--- src/rtl/riscv_core_mul_div_arb.sv ---
// Round-robin arbiter that shares one mul/div unit between two requesters.
// It latches the operands, issues a single-cycle start pulse, and holds the result until the owner takes it.
module riscv_core_mul_div_arb #(
  parameter int XLEN        = 64,
  parameter int TIMEOUT_CYC = 256
) (
  input  logic              i_mul_div_arb_clk,
  input  logic              i_mul_div_arb_rst,
  input  logic [1:0]        i_mul_div_arb_req_valid,
  input  logic [2*XLEN-1:0] i_mul_div_arb_req_srcA,
  input  logic [2*XLEN-1:0] i_mul_div_arb_req_srcB,
  input  logic [5:0]        i_mul_div_arb_req_control,
  input  logic [1:0]        i_mul_div_arb_req_isword,
  output logic [1:0]        o_mul_div_arb_req_ready,
  input  logic [1:0]        i_mul_div_arb_flush,
  output logic [1:0]        o_mul_div_arb_rsp_valid,
  output logic [XLEN-1:0]   o_mul_div_arb_rsp_result,
  output logic              o_mul_div_arb_rsp_div_by_zero,
  output logic              o_mul_div_arb_rsp_overflow,
  output logic              o_mul_div_arb_rsp_timeout,
  input  logic [1:0]        i_mul_div_arb_rsp_ready,
  output logic              o_mul_div_arb_mdu_en,
  output logic [XLEN-1:0]   o_mul_div_arb_mdu_srcA,
  output logic [XLEN-1:0]   o_mul_div_arb_mdu_srcB,
  output logic [2:0]        o_mul_div_arb_mdu_control,
  output logic              o_mul_div_arb_mdu_isword,
  input  logic              i_mul_div_arb_mdu_busy,
  input  logic              i_mul_div_arb_mdu_done,
  input  logic [XLEN-1:0]   i_mul_div_arb_mdu_result,
  input  logic              i_mul_div_arb_mdu_div_by_zero,
  input  logic              i_mul_div_arb_mdu_overflow,
  output logic              o_mul_div_arb_busy
);

  localparam logic [2:0] ST_IDLE  = 3'd0;
  localparam logic [2:0] ST_ISSUE = 3'd1;
  localparam logic [2:0] ST_WAIT  = 3'd2;
  localparam logic [2:0] ST_RESP  = 3'd3;
  localparam logic [2:0] ST_DRAIN = 3'd4;

  localparam int             WDW       = (TIMEOUT_CYC > 2) ? $clog2(TIMEOUT_CYC) : 1;
  localparam logic [WDW-1:0] WDOG_LAST = WDW'(TIMEOUT_CYC - 1);

  logic [2:0]      state_q, state_d;
  logic            owner_q, owner_d;
  logic            rr_q, rr_d;
  logic            drop_q, drop_d;
  logic [WDW-1:0]  wdog_q, wdog_d;
  logic [XLEN-1:0] srca_q, srca_d;
  logic [XLEN-1:0] srcb_q, srcb_d;
  logic [2:0]      ctl_q, ctl_d;
  logic            isword_q, isword_d;
  logic [XLEN-1:0] res_q, res_d;
  logic            dbz_q, dbz_d;
  logic            ovf_q, ovf_d;
  logic            tmo_q, tmo_d;

  logic [1:0] elig_s;
  logic       grant_vld_s;
  logic       grant_idx_s;
  logic       own_flush_s;
  logic       own_ready_s;
  logic       drop_eff_s;

  // Arbitration and owner-side decode
  always_comb begin
    elig_s      = i_mul_div_arb_req_valid & ~i_mul_div_arb_flush;
    grant_vld_s = (state_q == ST_IDLE) && !i_mul_div_arb_mdu_busy &&
                  (elig_s != 2'b00) && !i_mul_div_arb_rst;
    if (elig_s == 2'b11) begin
      grant_idx_s = rr_q;
    end else begin
      grant_idx_s = elig_s[1];
    end
    own_flush_s = owner_q ? i_mul_div_arb_flush[1] : i_mul_div_arb_flush[0];
    own_ready_s = owner_q ? i_mul_div_arb_rsp_ready[1] : i_mul_div_arb_rsp_ready[0];
    // A flush arriving in the same cycle as done must already suppress the response
    drop_eff_s  = drop_q | own_flush_s;
  end

  // Next-state logic for the sequencing FSM and its datapath registers
  always_comb begin
    state_d  = state_q;
    owner_d  = owner_q;
    rr_d     = rr_q;
    drop_d   = drop_q;
    wdog_d   = wdog_q;
    srca_d   = srca_q;
    srcb_d   = srcb_q;
    ctl_d    = ctl_q;
    isword_d = isword_q;
    res_d    = res_q;
    dbz_d    = dbz_q;
    ovf_d    = ovf_q;
    tmo_d    = tmo_q;
    case (state_q)
      ST_IDLE: begin
        if (grant_vld_s) begin
          owner_d  = grant_idx_s;
          rr_d     = ~grant_idx_s;
          srca_d   = grant_idx_s ? i_mul_div_arb_req_srcA[2*XLEN-1:XLEN] : i_mul_div_arb_req_srcA[XLEN-1:0];
          srcb_d   = grant_idx_s ? i_mul_div_arb_req_srcB[2*XLEN-1:XLEN] : i_mul_div_arb_req_srcB[XLEN-1:0];
          ctl_d    = grant_idx_s ? i_mul_div_arb_req_control[5:3] : i_mul_div_arb_req_control[2:0];
          isword_d = grant_idx_s ? i_mul_div_arb_req_isword[1] : i_mul_div_arb_req_isword[0];
          state_d  = ST_ISSUE;
        end else begin
          state_d  = ST_IDLE;
        end
      end
      ST_ISSUE: begin
        wdog_d  = {WDW{1'b0}};
        tmo_d   = 1'b0;
        drop_d  = drop_eff_s;
        state_d = ST_WAIT;
      end
      ST_WAIT: begin
        drop_d = drop_eff_s;
        if (i_mul_div_arb_mdu_done) begin
          if (drop_eff_s) begin
            drop_d  = 1'b0;
            state_d = ST_IDLE;
          end else begin
            res_d   = i_mul_div_arb_mdu_result;
            dbz_d   = i_mul_div_arb_mdu_div_by_zero;
            ovf_d   = i_mul_div_arb_mdu_overflow;
            tmo_d   = 1'b0;
            state_d = ST_RESP;
          end
        end else if (wdog_q == WDOG_LAST) begin
          res_d   = {XLEN{1'b0}};
          dbz_d   = 1'b0;
          ovf_d   = 1'b0;
          tmo_d   = 1'b1;
          state_d = drop_eff_s ? ST_DRAIN : ST_RESP;
        end else begin
          wdog_d  = wdog_q + WDW'(1);
        end
      end
      ST_DRAIN: begin
        // The unit cannot abort, so wait until it is quiet before re-arbitrating
        if (i_mul_div_arb_mdu_done || !i_mul_div_arb_mdu_busy) begin
          drop_d  = 1'b0;
          state_d = ST_IDLE;
        end else begin
          state_d = ST_DRAIN;
        end
      end
      ST_RESP: begin
        if (own_ready_s || own_flush_s) begin
          drop_d  = 1'b0;
          state_d = ST_IDLE;
        end else begin
          state_d = ST_RESP;
        end
      end
      default: begin
        drop_d  = 1'b0;
        state_d = ST_IDLE;
      end
    endcase
  end

  // State and datapath registers with synchronous reset
  always_ff @(posedge i_mul_div_arb_clk) begin
    if (i_mul_div_arb_rst) begin
      state_q  <= ST_IDLE;
      owner_q  <= 1'b0;
      rr_q     <= 1'b0;
      drop_q   <= 1'b0;
      wdog_q   <= {WDW{1'b0}};
      srca_q   <= {XLEN{1'b0}};
      srcb_q   <= {XLEN{1'b0}};
      ctl_q    <= 3'b000;
      isword_q <= 1'b0;
      res_q    <= {XLEN{1'b0}};
      dbz_q    <= 1'b0;
      ovf_q    <= 1'b0;
      tmo_q    <= 1'b0;
    end else begin
      state_q  <= state_d;
      owner_q  <= owner_d;
      rr_q     <= rr_d;
      drop_q   <= drop_d;
      wdog_q   <= wdog_d;
      srca_q   <= srca_d;
      srcb_q   <= srcb_d;
      ctl_q    <= ctl_d;
      isword_q <= isword_d;
      res_q    <= res_d;
      dbz_q    <= dbz_d;
      ovf_q    <= ovf_d;
      tmo_q    <= tmo_d;
    end
  end

  assign o_mul_div_arb_req_ready       = grant_vld_s ? (grant_idx_s ? 2'b10 : 2'b01) : 2'b00;
  assign o_mul_div_arb_rsp_valid       = (state_q == ST_RESP) ? (owner_q ? 2'b10 : 2'b01) : 2'b00;
  assign o_mul_div_arb_rsp_result      = res_q;
  assign o_mul_div_arb_rsp_div_by_zero = dbz_q;
  assign o_mul_div_arb_rsp_overflow    = ovf_q;
  assign o_mul_div_arb_rsp_timeout     = tmo_q;
  assign o_mul_div_arb_mdu_en          = (state_q == ST_ISSUE);
  assign o_mul_div_arb_mdu_srcA        = srca_q;
  assign o_mul_div_arb_mdu_srcB        = srcb_q;
  assign o_mul_div_arb_mdu_control     = ctl_q;
  assign o_mul_div_arb_mdu_isword      = isword_q;
  assign o_mul_div_arb_busy            = (state_q != ST_IDLE);

endmodule

--- config.mk ---
export PLATFORM = sky130hd
export DESIGN_NAME = riscv_core_mul_div_arb
export DESIGN_NICKNAME = d
export VERILOG_FILES = /design/src/rtl/riscv_core_mul_div_arb.sv
export SDC_FILE = /design/constraint.sdc
export NUM_CORES = 1
export LEC_CHECK = 0
export BUFFER_PORTS_ARGS = -buffer_cell sky130_fd_sc_hd__buf_2
export CELL_PAD_IN_SITES_DETAIL_PLACEMENT = 1
export CELL_PAD_IN_SITES_GLOBAL_PLACEMENT = 1
export CORE_AREA = 2 2 214 216
export CTS_BUF_LIST = sky130_fd_sc_hd__clkbuf_8
export DETAILED_ROUTE_END_ITERATION = 7
export DIE_AREA = 0 0 216 218
export HOLD_SLACK_MARGIN = 0.05
export MAX_ROUTING_LAYER = met4
export PLACE_DENSITY = 0.62
export SLEW_MARGIN = 30
export SYNTH_ARGS = -nofsm -noshare
export SYNTH_HDL_FRONTEND = slang
export SYNTH_SLANG_ARGS = --single-unit
--- constraint.sdc ---
create_clock -name i_mul_div_arb_clk -period 1.95 [get_ports i_mul_div_arb_clk]
set_input_delay 0.39 -clock i_mul_div_arb_clk [delete_from_list [all_inputs] [get_ports i_mul_div_arb_clk]]
set_output_delay 0.39 -clock i_mul_div_arb_clk [all_outputs]
set_load 0.1 [all_outputs]
==> results of run 1 <==
[through the flow]
stage | power, uW | cells | TNS, ps
finish | 12200 | 1963 | -446
global route | 12800 | 1963 | -984
CTS | 12500 | 1962 | -942
detailed placement | 7520 | 1818 | -6740
global placement | 7490 | 1818 | -3240
floorplan | 6620 | 711 | 0
[state kept, by name (all words and copies together) (netlist names), 3 cells and up]
name                       cells
o_mul_div_arb_mdu_srcA        64
o_mul_div_arb_mdu_srcB        64
wdog_q                         8
state_q                        3
o_mul_div_arb_rsp_result      64
o_mul_div_arb_mdu_control      3
[cells by family after synthesis]
| group | count (synthesis) | share of synthesized area, % |
|---|---|---|
| mux | 4 | 0.527 |
| buf+inv | 82 | 5.91 |
| compound gates | 360 | 36.4 |
| flops | 213 | 52.9 |
| simple gates | 47 | 3.71 |
| xor+xnor | 4 | 0.434 |
| fa+ha+maj | 1 | 0.155 |
[Yosys cell counts (all sizes together), types with 2 or more instances]
cell | n | area, um^2
dfxtp | 213 | 4260
a22oi | 132 | 991
o2bb2ai | 132 | 1160
a22o | 66 | 578
buf | 44 | 334
clkbuf | 35 | 131
nor2 | 13 | 48.8
nor2b | 7 | 46.3
o21ai | 7 | 35.0
a21oi | 6 | 30.0
o2111ai | 5 | 43.8
a211oi | 4 | 30.0
nand3b | 4 | 30.0
xor2 | 4 | 35.0
a31oi | 3 | 18.8
and3 | 3 | 18.8
inv | 3 | 11.3
nand2 | 3 | 11.3
nand3 | 3 | 15.0
nor3b | 3 | 32.5
a21boi | 2 | 18.8
and2 | 2 | 12.5
mux2 | 2 | 22.5
mux2i | 2 | 20.0
nand2b | 2 | 12.5
nor3 | 2 | 21.3
o211ai | 2 | 20.0
[worst max path at each step]
stage | from | to | slack [ps] | depth (start not counted)
after global placement | i_mul_div_arb_req_valid[0] | o_mul_div_arb_mdu_srcA[54]$_SDFFE_PP0P_ | -40 | 7
after floorplan | i_mul_div_arb_req_valid[1] | o_mul_div_arb_req_ready[0] | 40 | 6
after global routing | state_q[0]$_SDFFE_PP0P_ | o_mul_div_arb_req_ready[0] | -280 | 4
after CTS | state_q[0]$_SDFFE_PP0P_ | o_mul_div_arb_req_ready[0] | -260 | 4
after detailed placement | i_mul_div_arb_req_valid[0] | o_mul_div_arb_mdu_srcA[9]$_SDFFE_PP0P_ | -90 | 7
final | state_q[0]$_SDFFE_PP0P_ | o_mul_div_arb_req_ready[0] | -170 | 4
[where the power goes]
part           total (uW)  leakage (uW)  switching [uW]  internal (uW)
Sequential           4650       0.00173             107           4540
Combinational        2890       0.00389            2090            807
Clock                4710      0.000463            1960           2750
[layer usage]
layer	part of all wire, %	vias to the layer above	wire [um]
met3	6.9	59	2620
met2	50	406	19100
met1	39	4155	15000
met5	0	-	0
met4	3.1	0	1180
li1	-	4098	-
[what timing repair did]
item	in CTS	in global routing
pin swaps	5	2
setup buffers	9	2
hold buffers	68	0
endpoints found under the setup margin	6	6
resized for setup	16	1
endpoints found under the hold margin	67	0
[layout by cell type, fill, tap and decap left out, drive strengths merged, types with 3 or more instances in the layout]
| cell | n |
|---|---|
| dlygate4sd3 | 68 |
| o2111ai | 5 |
| a21oi | 6 |
| a22oi | 132 |
| clkinvlp | 4 |
| dfxtp | 213 |
| a22o | 66 |
| nor2 | 13 |
| and3 | 3 |
| xor2 | 4 |
| nor2b | 7 |
| a211oi | 4 |
| nand3b | 4 |
| nand3 | 3 |
| bufinv | 4 |
| o21ai | 7 |
| nor3b | 3 |
| clkbuf | 48 |
| buf | 596 |
| inv | 12 |
| o2bb2ai | 132 |
| nand2 | 3 |
| a31oi | 3 |
[worst min-delay path: stages]
cell and delay [ps]:
sky130_fd_sc_hd__buf_2 70, sky130_fd_sc_hd__a22oi_1 50, sky130_fd_sc_hd__o2bb2ai_1 120
[final cells by class]
| type | count | area, um^2 | share of cell area (%) |
|---|---|---|---|
| Sequential cell | 213 | 4280 | 31.9 |
| Timing Repair Buffer | 664 | 4100 | 30.5 |
| Multi-Input combinational cell | 416 | 3420 | 25.5 |
| Tap cell | 600 | 751 | 5.60 |
| Clock buffer | 48 | 661 | 4.93 |
| Clock inverter | 19 | 190 | 1.42 |
| Inverter | 3 | 15.0 | 0.112 |
==> results.md, run 1 <==
* HPWL after DPL at 27700 um
* Internal reg-to-reg setup slack at 140 ps
* Transition at the pin with the smallest max-transition slack at about 600 ps
* Initial core utilization at between 10% and 20%
* Number of synthesized flops with an enable pin at 0
* Global routing usage on met1 at 16.8%
* Die Width at 216 um
* CP max FO at 6
* Kind of start point of the critical path: register
* Total Nets Final at 1679
* # Max-Cap Violations at 0
* Clock network latency to the later pin of the worst-skew pair at 570 ps
* Synth warn at 0
* Worst Hold Path EP: o_mul_div_arb_mdu_srcA[14]$_SDFFE_PP0P_
* Buffers on Ports at 544
* Reg-to-Reg End: o_mul_div_arb_mdu_srcA[11]$_SDFFE_PP0P_
* Antenna violation net count after detailed routing at 0
* Fraction of registers with async set/reset at 0%
* Placed Area at 0.0118 mm^2
* Gr usage total at between 10% and 20%
* Sum of buffers and inverters on the critical path at 1
* PD cells at 913 mW/mm^2
* Die Y at 218 um
* FMAX at ~470 MHz
* DRC violation count after routing at 0
* Core area at 0.0449 mm^2
* Most instantiated flip-flop cell in the synthesis netlist: sky130_fd_sc_hd__dfxtp_1
* Routed length per instance at 19.3 um
* Final wirelength at 37900 um
* Cell breakdown of the critical path: nor3_4 > o211ai_4 > nor2_4 > buf_12
* Count of distinct cell types in the synthesized netlist at between 40 and 50
* Number of clock sinks at 213
* Maximum vdd drop at 0.474 mV
* Seq/Total Area, Yosys at 52.9%
* Number of detailed-route iterations in the first pass at 4
* Maximum number of pins on one net before global-route repair at 75
* Total CTS buffers at 40
* Via count of the routed design at roughly 8700
* Max Buffers Root-to-Sink at 3
* Max-Slew Margin vs Limit at 60.2%
* Number of global-route vias before repair at roughly 9000
* Setup WS pre-CTS at -86.7 ps
* Final min period at 2120 ps
* Clock tree from TritonCTS: built
* Routability-driven placement congestion ratio at approximately 0.88
* Worst hold-check path type: in2reg
* Static leakage at 0.00609 uW
* Top Usage Layer GRT: met2
* Die footprint at 0.0471 mm^2
* Share of layout cells above drive strength 1 at 50.0%
* Met3 usage at 4.04%
* Setup WS post-layout at -172 ps
* Count of inserted antenna diode cells at 0
* Number of antenna violations at the first check in global routing at 0
* Fin Hold WS at 118 ps
* First-iteration detailed-routing DRC count at 435
* Hold Path Origin: i_mul_div_arb_req_srcA[14]
* Clock transition at path regs at 60 ps
* R2r worst-path depth at 7
* Number of H-tree levels at 2
* Data arrival at the endpoint of the critical path at 1730 ps
* Area Growth Syn to Fin at 66.3%
* RSZ-0062 raised after global routing: true
* Hold path depth at 3
* Cell area after layout at 0.0134 mm^2
* Violated checks: negative setup slack
* Synthesized instance count at 711
* Register bit count reported by yosys at 213
* Type of element capturing the critical path: primary output
* Pins over their slew limit at 0
* Num ports at 545
* Synthesized area per cell at 11.3 um^2
* Floorplan row count at between 70 and 80
* Final hold violations at 0
* Layout Skew at 32.5 ps
* Data required time at the worst endpoint at 1560 ps
* Net Count, Synth at 1052
* Total gr overflow at 0
* Wire length of the first global-routing pass at ~55000 um
* Combined area of all synthesized cells at 0.00807 mm^2
* R2r startpoint: state_q[0]$_SDFFE_PP0P_
* Number of fillers in the final layout at 5215
* Fin util at 29.9%
* Outcome: finished with violations
* Startpoint-to-endpoint class of the critical path: reg2out
* Buffer cell driving the clock tree root: sky130_fd_sc_hd__clkbuf_8
* Kind of cell adding the most delay to the critical path: simple AND/OR/NAND/NOR gates
* Met2 demand-to-capacity share in global routing at 27.6%
* Maximum cell stage delay along the critical path at 360 ps
* Crit share post-route at 109%
* Avg Vias per Cell at 4.44
* Critical Path Slowest Stage Cell: sky130_fd_sc_hd__dfxtp_4
* Final Setup Violations at 4
Power figures use the tool's default switching activity.
==> run 2: changes to the inputs <==
==> constraint.sdc (replaced) <==
create_clock -name i_mul_div_arb_clk -period 1.95 [get_ports i_mul_div_arb_clk]
set_input_delay 0.0975 -clock i_mul_div_arb_clk [delete_from_list [all_inputs] [get_ports i_mul_div_arb_clk]]
set_output_delay 0.0975 -clock i_mul_div_arb_clk [all_outputs]
set_load 0.1 [all_outputs]
==> run 2 against run 1 <==
The run now ends clean. Combinational power rose by 19%. First-iteration DRC count rose by 33%. Power rose by 1.6%. Clock power fell by 7.6%. Via count rose by 19%. Non-clock buffer count rose by 265. Sequential share of layout area fell by 5.2 points. Hold slack got worse by 19 ps. Final cell count rose by 14%. Maximum frequency rose by 11%. Wire length rose by 25%. Critical endpoint is now o_mul_div_arb_mdu_srcB[55]$_SDFFE_PP0P_.
==> results.md, run 2 (synthesized netlist as in run 1, its figures left out) <==
* Outcome: complete, no violations
* Gr usage total at 19.7% (+4.2 points)
* Core area at 0.0449 mm^2 (unchanged)
* Area Growth Syn to Fin at 98.3%
* Max-Slew Margin vs Limit at 46.6% (-14 points)
* Fraction of power consumed by combinational cells at 27.6% (+4.0 points)
* Routed length per instance at 21.2 um (+9.8%)
* Buffers on Ports at 544 (unchanged)
* Final Setup Violations at 0 (-4)
* Count of non-filler cells in the finished layout at 2232 (+14%)
* Number of global-route vias before repair at 11629 (+29%)
* Data required time at the worst endpoint at 2400 ps (+840 ps)
* Clock power share at 34.9% (-3.5 points)
* Max Buffers Root-to-Sink at 3 (unchanged)
* # Max-Cap Violations at 0 (unchanged)
* Total CTS buffers at 40 (unchanged)
* Antenna violation net count after detailed routing at 0 (unchanged)
* Kind of start point of the critical path: register
* Maximum number of pins on one net before global-route repair at 67 (-11%)
* Sequential share of power at 37.4% (-0.6 points)
* Type of element capturing the critical path: register
* Pins over their slew limit at 0 (unchanged)
* Setup WS post-layout at 46.0 ps (+218 ps)
* Total gr overflow at 0 (unchanged)
* Worst hold-check path type: in2reg
* DRC violation count after routing at 0 (unchanged)
* Static leakage at 0.00717 uW (+18%)
* Num ports at 545 (unchanged)
* Internal power at 8110 uW (+0.14%)
* Setup WS pre-CTS at 56.4 ps (+143 ps)
* Hold path depth at 4 (+1)
* R2r worst-path depth at 8 (+1)
* Overall power of the completed layout at 12400 uW (+1.6%)
* Initial core utilization at 18.0% (unchanged)
* Fin Hold WS at 99.2 ps (-19.2 ps)
* RSZ-0062 raised after global routing: true
* Internal reg-to-reg setup slack at 50 ps (-90 ps)
* Switching power share of the total at 34.8% (+0.94 points)
* R2r startpoint: rr_q$_SDFFE_PP0P_
* Transition at the pin with the smallest max-transition slack at 800 ps (+199 ps)
* Die footprint at 0.0471 mm^2 (unchanged)
* Fin util at 35.6% (+5.8 points)
* Reg-to-Reg End: o_mul_div_arb_mdu_srcB[55]$_SDFFE_PP0P_
* Maximum vdd drop at 0.453 mV (-4.4%)
* HPWL after DPL at 26600 um (-4.0%)
* Number of H-tree levels at 2 (unchanged)
* Data arrival at the endpoint of the critical path at 2350 ps (+620 ps)
* Multi-input gate area at 0.00343 mm^2 (+0.22%)
* PD cells at 777 mW/mm^2 (-15%)
* Share of layout cells above drive strength 1 at 41.3% (-8.8 points)
* Buffer cell driving the clock tree root: sky130_fd_sc_hd__clkbuf_8
* Final min period at 1900 ps (-218 ps)
* FMAX at 525 MHz (+11%)
* Total area of sequential cells at 0.00427 mm^2 (-0.20%)
* Crit share post-route at 97.6% (-11 points)
* Die Width at 216 um (unchanged)
* Net Sw Power at 4330 uW (+4.4%)
* Die Y at 218 um (unchanged)
* First-iteration detailed-routing DRC count at 579 (+33%)
* Number of clock sinks at 213 (unchanged)
* Leading cell type in the layout, fill and taps excluded: sky130_fd_sc_hd__buf_2
* Final wirelength at 47300 um (+25%)
* Floorplan row count at 78 (unchanged)
* Startpoint-to-endpoint class of the critical path: reg2reg
* Number of detailed-route iterations in the first pass at 6 (+2)
* Clock network latency to the later pin of the worst-skew pair at 580 ps (about the same)
* Layout Skew at 28.7 ps (-3.81 ps)
* Leading cell types in the layout, fill and taps excluded: sky130_fd_sc_hd__buf_2, sky130_fd_sc_hd__dlygate4sd3_1, sky130_fd_sc_hd__dfxtp_1
* Avg Vias per Cell at 4.64 (+4.4%)
* Hold Path Origin: i_mul_div_arb_rst
* Clock tree from TritonCTS: built
* Total placed cells including tap cells at 1810 (-0.44%)
* Routability-driven placement congestion ratio at 0.875 (-0.94%)
* Clock transition at path regs at 70 ps (about the same)
* Via count of the routed design at 10353 (+19%)
* Total Nets Final at 1945 (+16%)
* Number of fillers in the final layout at 5138 (-1.5%)
* Number of antenna violations at the first check in global routing at 4 (+4)
* CP max FO at 10 (+4)
* Worst Hold Path EP: o_mul_div_arb_mdu_srcB[56]$_SDFFE_PP0P_
* Final hold violations at 0 (unchanged)
* Wire length of the first global-routing pass at 69700 um (+27%)
[run 2: cell count changes in the layout (fill, tap and decap cells not counted), moves of 3 or more]
| cell | previous run | this run |
|---|---|---|
| sky130_fd_sc_hd__inv_1 | 11 | 14 |
| sky130_fd_sc_hd__dlygate4sd3_1 | 68 | 338 |
| sky130_fd_sc_hd__dfxtp_4 | 3 | 0 |
| sky130_fd_sc_hd__buf_4 | 35 | 30 |
| sky130_fd_sc_hd__buf_12 | 23 | 16 |
| sky130_fd_sc_hd__buf_6 | 0 | 3 |
| sky130_fd_sc_hd__diode_2 | 0 | 4 |
[run 2: metrics by stage]
step,instance area [um^2],setup TNS (ps)
6_report,16000,0
3_3_place_gp,11600,0
5_1_grt,16000,-200
3_5_place_dp,11600,0
4_1_cts,16000,-22.6
2_1_floorplan,8080,0
[run 2: worst max-delay path by stage]
stage | cells after the start | from | slack [ps] | endpoint
2_1_floorplan | 3 | state_q[2]$_SDFFE_PP0P_ | 7 | o_mul_div_arb_rsp_valid[0]
3_3_place_gp | 6 | i_mul_div_arb_req_valid[0] | 130 | o_mul_div_arb_mdu_srcB[45]$_SDFFE_PP0P_
3_5_place_dp | 5 | state_q[1]$_SDFFE_PP0P_ | 60 | o_mul_div_arb_mdu_srcB[40]$_SDFFE_PP0P_
4_1_cts | 5 | rr_q$_SDFFE_PP0P_ | -10 | o_mul_div_arb_req_ready[1]
5_1_grt | 5 | rr_q$_SDFFE_PP0P_ | -40 | o_mul_div_arb_req_ready[1]
6_report | 8 | rr_q$_SDFFE_PP0P_ | 50 | o_mul_div_arb_mdu_srcB[55]$_SDFFE_PP0P_
[run 2: area by class of cell]
type,instances,area share [%]
tap,600,4.69
clock buffer,46,3.96
timing repair buffer,929,42.2
multi-input combinational,417,21.4
inverter,3,0.0938
antenna,4,0.0626
clock inverter,20,0.884
sequential,213,26.7
[run 2: per-layer routing]
layer  vias to the layer above  GRT usage, %  part of all wire [%]
met2                       598          33.8                    49
met3                       173          5.40                   7.9
li1                       4638             -                     -
met1                      4944          20.1                    37
met5                         -             -                     0
met4                         0          12.3                   6.1
[run 2: critical path, stage by stage (launching register included)]
cell and delay [ps]:
sky130_fd_sc_hd__dfxtp_2 340, sky130_fd_sc_hd__inv_2 80, sky130_fd_sc_hd__a21boi_4 60, sky130_fd_sc_hd__buf_4 170, sky130_fd_sc_hd__buf_12 120, sky130_fd_sc_hd__buf_6 140, sky130_fd_sc_hd__a22oi_1 200, sky130_fd_sc_hd__dlygate4sd3_1 600
sky130_fd_sc_hd__o2bb2ai_1 70
[run 2: repair_timing]
item / in CTS / in global routing
hold buffers: 338 / 0
pin swaps: 3 / 2
endpoints found under the hold margin: 208 / 0
setup buffers: 9 / 1
cloned: 4 / 0
gates resized for setup: 12 / 5
setup endpoints to repair: 5 / 44
[run 2: power by group through the flow]
stage | Clock, uW | Sequential [uW] | Combinational (uW)
2_1_floorplan | 0 | 6030 | 582
3_3_place_gp | 0 | 4730 | 2720
3_5_place_dp | 0 | 4740 | 2730
4_1_cts | 4550 | 4650 | 3340
5_1_grt | 4730 | 4680 | 3560
6_report | 4350 | 4660 | 3440
==> run 3: changes to the inputs <==
--- a/config.mk
+++ b/config.mk
@@ -8,13 +8,13 @@
 export BUFFER_PORTS_ARGS = -buffer_cell sky130_fd_sc_hd__buf_2
 export CELL_PAD_IN_SITES_DETAIL_PLACEMENT = 1
 export CELL_PAD_IN_SITES_GLOBAL_PLACEMENT = 1
-export CORE_AREA = 2 2 214 216
+export CORE_AREA = 2 2 212 214
 export CTS_BUF_LIST = sky130_fd_sc_hd__clkbuf_8
 export DETAILED_ROUTE_END_ITERATION = 7
-export DIE_AREA = 0 0 216 218
+export DIE_AREA = 0 0 214 216
 export HOLD_SLACK_MARGIN = 0.05
 export MAX_ROUTING_LAYER = met4
-export PLACE_DENSITY = 0.62
+export PLACE_DENSITY = 0.65
 export SLEW_MARGIN = 30
 export SYNTH_ARGS = -nofsm -noshare
 export SYNTH_HDL_FRONTEND = slang
==> constraint.sdc (replaced) <==
create_clock -name i_mul_div_arb_clk -period 1.5 [get_ports i_mul_div_arb_clk]
set_input_delay 0.075 -clock i_mul_div_arb_clk [delete_from_list [all_inputs] [get_ports i_mul_div_arb_clk]]
set_output_delay 0.075 -clock i_mul_div_arb_clk [all_outputs]
set_load 0.1 [all_outputs]
==> run 3 against run 2 <==
The run now ends with negative setup slack left. Non-clock buffer count increased by 110. Wire length increased by 30%. Largest power group unchanged. Critical endpoint is now o_mul_div_arb_req_ready[0]. Highest routed layer unchanged. Sequential share of layout area decreased by 4.7 points. Die area decreased by 1.8%. Power increased by 40%. Hold slack got worse by 2.3 ps. Design area increased by 22%. First-iteration DRC count increased by 18%. Largest cell class unchanged. Combinational power increased by 64%.
==> results.md, run 3 (synthesized netlist as in run 1, its figures left out) <==
* Outcome: finished with violations
* Violated checks: negative setup slack
* Routability-driven placement congestion ratio at 0.939 (+7.3%)
* Die footprint at 0.0462 mm^2 (-1.8%)
* Clock tree from TritonCTS: built
* Setup TNS Final at -28430 ps (-28430 ps)
* Clock network latency to the later pin of the worst-skew pair at 580 ps (about the same)
* Maximum number of pins on one net before global-route repair at 67 (unchanged)
* Crit share post-route at 123%
* Leading cell types in the layout, fill and taps excluded: sky130_fd_sc_hd__buf_2, sky130_fd_sc_hd__dlygate4sd3_1, sky130_fd_sc_hd__dfxtp_1
* DRC violation count after routing at 0 (unchanged)
* Avg Vias per Cell at 4.86 (+4.8%)
* Maximum vdd drop at 0.568 mV (+25%)
* Final wirelength at 61700 um (+30%)
* Area Growth Syn to Fin at 141%
* CP max FO at 4 (-6)
* PD cells at 896 mW/mm^2 (+15%)
* Internal power at 11000 uW (+35%)
* Die Y at 216 um (-0.92%)
* Transition at the pin with the smallest max-transition slack at 564 ps (-236 ps)
* Num ports at 545 (unchanged)
* Number of antenna violations at the first check in global routing at 16 (+12)
* Total placed cells including tap cells at 1840 (+1.7%)
* Layout Skew at 28.2 ps (-0.517 ps)
* Buffer cell driving the clock tree root: sky130_fd_sc_hd__clkbuf_8
* Routed length per instance at 26.3 um (+24%)
* Buffers on Ports at 544 (unchanged)
* Leading cell type in the layout, fill and taps excluded: sky130_fd_sc_hd__buf_2
* Type of element capturing the critical path: primary output
* Startpoint-to-endpoint class of the critical path: reg2out
* Fin Hold WS at 96.9 ps (-2.29 ps)
* Pins over their slew limit at 0 (unchanged)
* Number of fillers in the final layout at 4746 (-7.6%)
* Count of non-filler cells in the finished layout at 2348 (+5.2%)
* Floorplan row count at 77 (-1.3%)
* Number of H-tree levels at 2 (unchanged)
* Setup WS post-layout at -345 ps (-391 ps)
* Via count of the routed design at 11415 (+10%)
* Clock power share at 32.5% (-2.4 points)
* Total Nets Final at 2054 (+5.6%)
* Max Buffers Root-to-Sink at 3 (unchanged)
* Final Setup Violations at 247 (+247)
* Max-Slew Margin vs Limit at 62.7% (+16 points)
* Number of global-route vias before repair at 12477 (+7.3%)
* Gr usage total at 23.0% (+3.3 points)
* Final min period at 1840 ps
* Data arrival at the endpoint of the critical path at 1770 ps (-580 ps)
* Clock transition at path regs at 60 ps (about the same)
* # Max-Cap Violations at 0 (unchanged)
* Total CTS buffers at 40 (unchanged)
* Number of clock sinks at 213 (unchanged)
* Number of detailed-route iterations in the first pass at 5 (-1)
* Data required time at the worst endpoint at 1420 ps (-980 ps)
* Core area at 0.0438 mm^2 (-2.4%)
* Final hold violations at 0 (unchanged)
* Static leakage at 0.00837 uW (+17%)
* Switching power share of the total at 37.1% (+2.3 points)
* Share of layout cells above drive strength 1 at 56.7% (+15 points)
* RSZ-0062 raised after global routing: true
* Initial core utilization at 18.4% (+0.43 points)
* HPWL after DPL at 26900 um (+1.2%)
* Wire length of the first global-routing pass at 79500 um (+14%)
* Sequential share of power at 35.1% (-2.3 points)
* Worst hold-check path type: in2reg
* Total gr overflow at 0 (unchanged)
* Fraction of power consumed by combinational cells at 32.4% (+4.8 points)
* Die Width at 214 um (-0.93%)
* Net Sw Power at 6480 uW (+50%)
* First-iteration detailed-routing DRC count at 681 (+18%)
* Antenna violation net count after detailed routing at 0 (unchanged)
* Kind of start point of the critical path: register
* FMAX at 542 MHz
==> run 3: power groups by stage <==
stage / Combinational [uW] / Clock (uW) / Sequential, uW
after floorplan: 770 / 0 / 7840
after global placement: 3570 / 0 / 6140
after detailed placement: 3600 / 0 / 6150
after CTS: 4850 / 5680 / 6030
after global routing: 5790 / 6060 / 6140
final: 5650 / 5680 / 6120
==> run 3: what timing repair did <==
| action | 4_1_cts | 5_1_grt |
|---|---|---|
| buffers inserted | 43 | 15 |
| hold endpoints to repair | 208 | 0 |
| gates cloned | 20 | 21 |
| gates resized for setup | 225 | 151 |
| pin swaps | 221 | 84 |
| endpoints found under the setup margin | 222 | 279 |
| hold buffers | 337 | 0 |
==> run 3: area by class of cell <==
class	instances	area, um^2	share of cell area [%]
Timing Repair Buffer	1039	8610	44.2
Multi-Input combinational cell	416	5040	25.9
Sequential cell	213	4280	22.0
Tap cell	592	741	3.80
Clock buffer	45	619	3.18
Clock inverter	24	136	0.700
Antenna cell	16	40.0	0.206
Inverter	3	17.5	0.0899
==> run 3: final timing paths <==
path                                                               from                                         to  slack [ps]  cells past startpoint
worst max register to register                  state_q[2]$_SDFFE_PP0P_  o_mul_div_arb_rsp_result[19]$_SDFFE_PP0P_        -270                      8
worst min-delay path                             i_mul_div_arb_mdu_busy                          rr_q$_SDFFE_PP0P_         100                      6
worst max-delay path                            state_q[1]$_SDFFE_PP0P_                 o_mul_div_arb_req_ready[0]        -340                      6
worst min register to register  o_mul_div_arb_mdu_srcA[11]$_SDFFE_PP0P_    o_mul_div_arb_mdu_srcA[11]$_SDFFE_PP0P_         460                      1
==> run 3: worst max-delay path, stage by stage, from the launching register on <==
cell	delay [ps]
sky130_fd_sc_hd__dfxtp_2	330
sky130_fd_sc_hd__buf_6	130
sky130_fd_sc_hd__nor3_4	190
sky130_fd_sc_hd__o211ai_2	140
sky130_fd_sc_hd__buf_6	140
sky130_fd_sc_hd__nor2_4	90
sky130_fd_sc_hd__buf_12	180
==> run 3: routing by layer <==
metal	wire, um	vias to the layer above	global-route usage, %	share of wire [%]
met3	3640	259	4.85	5.9
met2	31700	664	41.2	51
met5	0	-	-	0
li1	-	4888	-	-
met4	4100	0	12.2	6.7
met1	22200	5604	23.7	36
==> run 3: per-stage QoR <==
step                power (uW)  setup slack [ps]  utilization, %  instance area [um^2]
floorplan                 8610              -110               -                  8150
global placement          9720              -143            27.2                 11900
detailed placement        9750              -187            27.2                 11900
CTS                      16600              -377            40.9                 17900
global route             18000              -425            44.4                 19500
finish                   17400              -345            44.4                 19500
